<file path="config.mk">
export PLATFORM = sky130hd
export DESIGN_NAME = gates_selftest
export DESIGN_NICKNAME = d
export VERILOG_FILES = /design/src/rtl/gates_test_pkg.sv /design/src/rtl/gates_ref_model.sv /design/src/rtl/gates_selftest.sv
export SDC_FILE = /design/constraint.sdc
export NUM_CORES = 1
export LEC_CHECK = 0
export ABC_AREA = 1
export BUFFER_PORTS_ARGS = -buffer_cell sky130_fd_sc_hd__buf_2
export CAP_MARGIN = 5
export CELL_PAD_IN_SITES_DETAIL_PLACEMENT = 0
export CELL_PAD_IN_SITES_GLOBAL_PLACEMENT = 1
export CORE_UTILIZATION = 42
export CTS_BUF_LIST = sky130_fd_sc_hd__clkbuf_8
export CTS_CLUSTER_DIAMETER = 120
export DETAILED_ROUTE_END_ITERATION = 10
export PLACE_DENSITY = 0.76
export RECOVER_POWER = 50
export SLEW_MARGIN = 20
export SYNTH_ARGS = -nofsm -noshare
export SYNTH_HDL_FRONTEND = slang
export SYNTH_SLANG_ARGS = --single-unit
</file>
<file path="constraint.sdc">
create_clock -name clk -period 1.8 [get_ports clk]
set_input_delay 0.18 -clock clk [delete_from_list [all_inputs] [get_ports clk]]
set_output_delay 0.18 -clock clk [all_outputs]
set_load 0.01 [all_outputs]
</file>
<file path="src/rtl/gates_test_pkg.sv">
`default_nettype none
// ============================================================================
// Module      : gates_test_pkg
// Description : Shared types, constants and the expected-response function
//               for the AND/OR/NOT gate unit self-test engine.
// Revision    : 1.0 - initial release
// ============================================================================
package gates_test_pkg;

    // Sweep sequencer states
    typedef enum logic [1:0] {
        IDLE  = 2'd0,
        DRIVE = 2'd1,
        CHECK = 2'd2,
        DONE  = 2'd3
    } state_t;

    // Number of input vectors in one sweep: (a,b) = 00, 01, 10, 11
    localparam int NUM_VEC = 4;

    // Index of the final vector, in the width of the vector register
    localparam logic [1:0] LAST_VEC = 2'(NUM_VEC - 1);

    // Golden response of the gate unit: {AND, OR, NOT a}
    function automatic logic [2:0] exp_y(input logic a, input logic b);
        return {a & b, a | b, ~a};
    endfunction

endpackage : gates_test_pkg
`default_nettype wire

</file>
<file path="src/rtl/gates_ref_model.sv">
`default_nettype none
// ============================================================================
// Module      : gates_ref_model
// Description : Combinational expected-value model of the AND/OR/NOT gate
//               unit. Used by the self-test CHECK step; reusable by benches.
// Revision    : 1.0 - initial release
// ============================================================================
module gates_ref_model
    import gates_test_pkg::*;
(
    input  logic       i_a,
    input  logic       i_b,
    output logic [2:0] o_y
);

    // Expected gate outputs for the applied vector
    always_comb begin
        o_y = exp_y(i_a, i_b);
    end

endmodule : gates_ref_model
`default_nettype wire

</file>
<file path="src/rtl/gates_selftest.sv">
`default_nettype none
// ============================================================================
// Module      : gates_selftest
// Description : Sequential stimulus-and-check engine for the AND/OR/NOT gate
//               unit. One start pulse sweeps all four (a,b) vectors, holds
//               each for HOLD_CYCLES cycles, samples y, and reports pass,
//               mismatch count and a per-vector failure mask.
// Revision    : 1.0 - initial release
// ============================================================================
module gates_selftest
    import gates_test_pkg::*;
#(
    parameter int HOLD_CYCLES = 4,   // cycles a vector is driven before y is sampled (1..255)
    parameter int CNT_W       = 8    // hold counter width; must hold HOLD_CYCLES-1
)(
    input  logic       clk,
    input  logic       rst,
    input  logic       i_start,
    input  logic [2:0] i_y,
    output logic       o_a,
    output logic       o_b,
    output logic       o_busy,
    output logic       o_done,
    output logic       o_pass,
    output logic [2:0] o_err_count,
    output logic [3:0] o_fail_mask
);

    localparam logic [CNT_W-1:0] C_HOLD_LAST = CNT_W'(HOLD_CYCLES - 1);

    // Registered state and outputs
    state_t           r_state;
    logic [1:0]       r_vec;
    logic [CNT_W-1:0] r_cnt;
    logic             r_a;
    logic             r_b;
    logic             r_busy;
    logic             r_done;
    logic             r_pass;
    logic [2:0]       r_err;
    logic [3:0]       r_mask;

    // Next-state values
    state_t           w_state;
    logic [1:0]       w_vec;
    logic [CNT_W-1:0] w_cnt;
    logic             w_a;
    logic             w_b;
    logic             w_busy;
    logic             w_done;
    logic             w_pass;
    logic [2:0]       w_err;
    logic [3:0]       w_mask;

    // Compare path
    logic [2:0]       w_exp_y;
    logic             w_mismatch;

    // Expected response is formed from the registered a/b actually on the pins
    gates_ref_model u_ref (
        .i_a (r_a),
        .i_b (r_b),
        .o_y (w_exp_y)
    );

    // Case-inequality so an undriven or X gate output is reported as a failure
    assign w_mismatch = (i_y !== w_exp_y);

    // State and output registers; reset discards any partial sweep
    always_ff @(posedge clk) begin
        if (rst) begin
            r_state <= IDLE;
            r_vec   <= 2'd0;
            r_cnt   <= '0;
            r_a     <= 1'b0;
            r_b     <= 1'b0;
            r_busy  <= 1'b0;
            r_done  <= 1'b0;
            r_pass  <= 1'b0;
            r_err   <= 3'd0;
            r_mask  <= 4'd0;
        end else begin
            r_state <= w_state;
            r_vec   <= w_vec;
            r_cnt   <= w_cnt;
            r_a     <= w_a;
            r_b     <= w_b;
            r_busy  <= w_busy;
            r_done  <= w_done;
            r_pass  <= w_pass;
            r_err   <= w_err;
            r_mask  <= w_mask;
        end
    end

    // Next-state and next-output logic; all outputs are registered from here
    always_comb begin
        w_state = r_state;
        w_vec   = r_vec;
        w_cnt   = r_cnt;
        w_a     = r_a;
        w_b     = r_b;
        w_busy  = r_busy;
        w_done  = 1'b0;
        w_pass  = r_pass;
        w_err   = r_err;
        w_mask  = r_mask;

        case (r_state)
            IDLE: begin
                w_a    = 1'b0;
                w_b    = 1'b0;
                w_busy = 1'b0;
                if (i_start) begin
                    w_state = DRIVE;
                    w_vec   = 2'd0;
                    w_cnt   = '0;
                    w_err   = 3'd0;
                    w_mask  = 4'd0;
                    w_pass  = 1'b0;
                    w_busy  = 1'b1;
                end
            end

            DRIVE: begin
                w_a = r_vec[1];
                w_b = r_vec[0];
                if (r_cnt == C_HOLD_LAST) begin
                    w_state = CHECK;
                end else begin
                    w_cnt = r_cnt + 1'b1;
                end
            end

            CHECK: begin
                if (w_mismatch) begin
                    w_mask[r_vec] = 1'b1;
                    w_err         = r_err + 3'd1;
                end
                if (r_vec == LAST_VEC) begin
                    // Pass is decided on the count that includes this last check
                    w_state = DONE;
                    w_a     = 1'b0;
                    w_b     = 1'b0;
                    w_busy  = 1'b0;
                    w_done  = 1'b1;
                    w_pass  = (w_err == 3'd0);
                end else begin
                    w_state = DRIVE;
                    w_vec   = r_vec + 2'd1;
                    w_cnt   = '0;
                    w_a     = w_vec[1];
                    w_b     = w_vec[0];
                end
            end

            DONE: begin
                w_state = IDLE;
            end

            default: begin
                w_state = IDLE;
            end
        endcase
    end

    assign o_a         = r_a;
    assign o_b         = r_b;
    assign o_busy      = r_busy;
    assign o_done      = r_done;
    assign o_pass      = r_pass;
    assign o_err_count = r_err;
    assign o_fail_mask = r_mask;

endmodule : gates_selftest
`default_nettype wire
</file>
==> impl_metrics.tcl <==
set metrics [dict create \
    seq_power_share_pct 33.3 \
    hp-start "i_start" \
    pwr-share-comb_pct 47.4 \
    dieArea_um2 3480 \
    cp.arrival_ps 1860 \
    p_sw_mw 0.826 \
    cellPowerDensity_nw_per_um2 1210 \
    gp_congestion 0.922 \
    crit_type "flop to flop" \
    synth-compound-area-share_pct 12.4 \
    ant_nets 0 \
    overflow 0 \
    holdBufCountCts 0 \
    htree_levels 1 \
    rsz0062_at_grt "false" \
    worstSetupStartpointType "flop" \
    syn-cell-area_um2 1370 \
    rows 20 \
    worstPathRequired_ps 2020 \
    min_delay_path_depth 3 \
    final-max-slew-violation-count 0 \
    slew-limit-headroom_pct 77.7 \
    ff2ff_setup_slack_ps 160 \
    crit_path_end_kind "flop" \
    via_per_inst 4.87 \
    hold_violations 0 \
    finalSetupTns_ps 0 \
    start_util_pct 44.3 \
    maxCapViolCount 0 \
    dr.pass1.iters 4 \
    wl_met1_um 1500 \
    synth_xor_xnor_area_share_pct 2.47 \
    leakagePower_nw 0.647 \
    grt_pass1_wl_um 5040 \
    dr_wl_met2_um 1350 \
    clock_latency_ps 270 \
    port_buffers 17 \
    cts_root_buf "clkbuf_8" \
    grt_pass1_vias 1125 \
    post_cts_buffers 0 \
    rr_worst_depth 10 \
    synth_cell_types 26 \
    final-setup-viol-count 0 \
    synth-simple-area-share_pct 31.9 \
    nets 232 \
    wire_per_inst_um 11.5 \
    ys_ff_latch 24 \
    ys.flop_type "dfxtp_1" \
    r2r_start "r_state[0]" \
    path_max_fanout 7 \
    r2r-end "r_cnt[5]" \
    routed-wl-met3_um 67 \
    cts.clk_slew.worst_paths_ps 80 \
    numCtsBuffers 3 \
    antenna_found_initial 0 \
    area_growth_syn_to_layout_pct 17.2 \
    sw_frac_of_total_pct 42.5 \
    clock_path_buffers 2 \
    cts_tree "built" \
    final_layout_size_suffix_gt1_share_pct 15.0 \
    worstHoldEndpoint "o_busy" \
    dp_hpwl_um 2340 \
    die_w_um 59.0 \
    vias 1256 \
    clock_sinks 24 \
    routed.top_layer "met4" \
    postSynthCellCount 190 \
    period_share_pct 91.2 \
    status "completed" \
    wl_um 2980 \
    skew_ps 1.43 \
    final_cell_mix "nand2_1 (44), inv_1 (22), a21oi_1 (22)" \
    initialDrtViolationCount 60 \
    hold_path_class "input port to flop" \
    worst_hold_slack_ps 252 \
    period_needed_ps 1640 \
    grt_max_degree 16 \
    pin_count 18 \
    vdd_ir_drop_max_mv 0.513 \
    yosysSeqAreaShare_pct 35.2 \
    core_area_um2 3080 \
    synth_warnings 0 \
    synthesis.nets 207 \
    synth_top_family_by_area "simple AND/OR/NAND/NOR gates" \
    clockPowerShare_pct 19.3 \
    tightest_slew_ps 334 \
    final_common_cell "nand2_1" \
    synth_edf_count 0 \
    postSynthAreaPerCell_um2 7.18 \
    async_reset_ff_share_pct 0 \
    diodes 0 \
    fmax_ghz 0.609 \
    die_h_um 59.0 \
    synth_fa_ha_area_share_pct 10.1 \
    drcViolationCount 0 \
    muxShareOfSynthArea_pct 0 \
    grt_usage_pct 19.5 \
    p_int_mw 1.12 \
]
metal layers:
layer  vias to the layer above  GRT usage (%)
li1                        665              -
met1                       572           26.0
met2                        14           30.7
met3                         5           3.28
met4                         0           9.52
met5                         -              0
layout make-up:
class                      count  area, µm²
timing repair buffer          22        108
inverter                      25       93.8
sequential                    24        484
fill                         318       1480
multi-input combinational    139        805
tap                           44       55.1
clock buffer                   4       55.1
kinds of logic after synthesis:
logic type | count (synthesis)
simple gates | 93
fa+ha+maj | 11
flops | 24
xor+xnor | 3
compound gates | 32
buf+inv | 27
flip-flops by register name (all words and copies together) (netlist names):
signal	cells
r_cnt	8
o_fail_mask	4
o_err_count	3
r_state	2
r_vec	2
o_a	1
o_b	1
o_busy	1
o_done	1
o_pass	1
through the flow:
| stage | std cells | cell area [µm²] | utilization (%) | setup slack, ps | power, mW |
|---|---|---|---|---|---|
| global placement | 254 | 1530 | 49.6 | 111 | 1.47 |
| CTS | 258 | 1580 | 51.4 | 44.7 | 1.86 |
| detailed placement | 254 | 1530 | 49.6 | 56.9 | 1.49 |
| global route | 258 | 1600 | 52.0 | 7.57 | 2.09 |
| finish | 258 | 1600 | 52.0 | 158 | 1.94 |
| floorplan | 190 | 1370 | - | 142 | 1.26 |
critical path: stages, from the launching register on:
cell	delay [ps]
dfxtp_2	360
inv_1	90
ha_1	220
buf_4	170
o21ai_4	230
nor2_4	80
nand2_4	110
nand2_1	80
inv_1	90
o21ai_0	80
nor2_1	80
how the worst max path moves through the flow:
stage                     startpoint       end  slack, ps  cells past startpoint
after floorplan           r_state[0]  r_cnt[5]        140                     11
after global placement    r_state[0]  r_cnt[2]        110                     10
after detailed placement  r_state[0]  r_cnt[2]         60                     11
after CTS                 r_state[0]  r_cnt[2]         40                     11
after global routing      r_state[0]  r_cnt[5]          8                     10
final                     r_state[0]  r_cnt[5]        160                     10
power groups by stage:
stage	sequential, mW	combinational, mW	clock, mW
finish	0.646	0.921	0.375
CTS	0.637	0.841	0.381
global route	0.657	1.04	0.399
floorplan	0.654	0.601	0
global placement	0.646	0.827	0
detailed placement	0.651	0.836	0
synth_stat cells, drive strengths merged, types with 2 or more instances:
cell | count | share of area [%]
dfxtp | 24 | 35
ha | 11 | 10
o21ai | 8 | 3.2
nand2 | 46 | 14
xor2 | 2 | 1.8
nor2 | 18 | 5.9
nand4 | 5 | 2.3
nand3 | 16 | 6.6
nor3 | 5 | 1.8
a21oi | 23 | 8.7
inv | 25 | 6.9
timing repair:
item / in CTS / in global routing
setup endpoints to repair: 0 / 7
resized for setup: 0 / 10
endpoints found under the hold margin: 0 / 0
(Power assumes the default switching activity.)
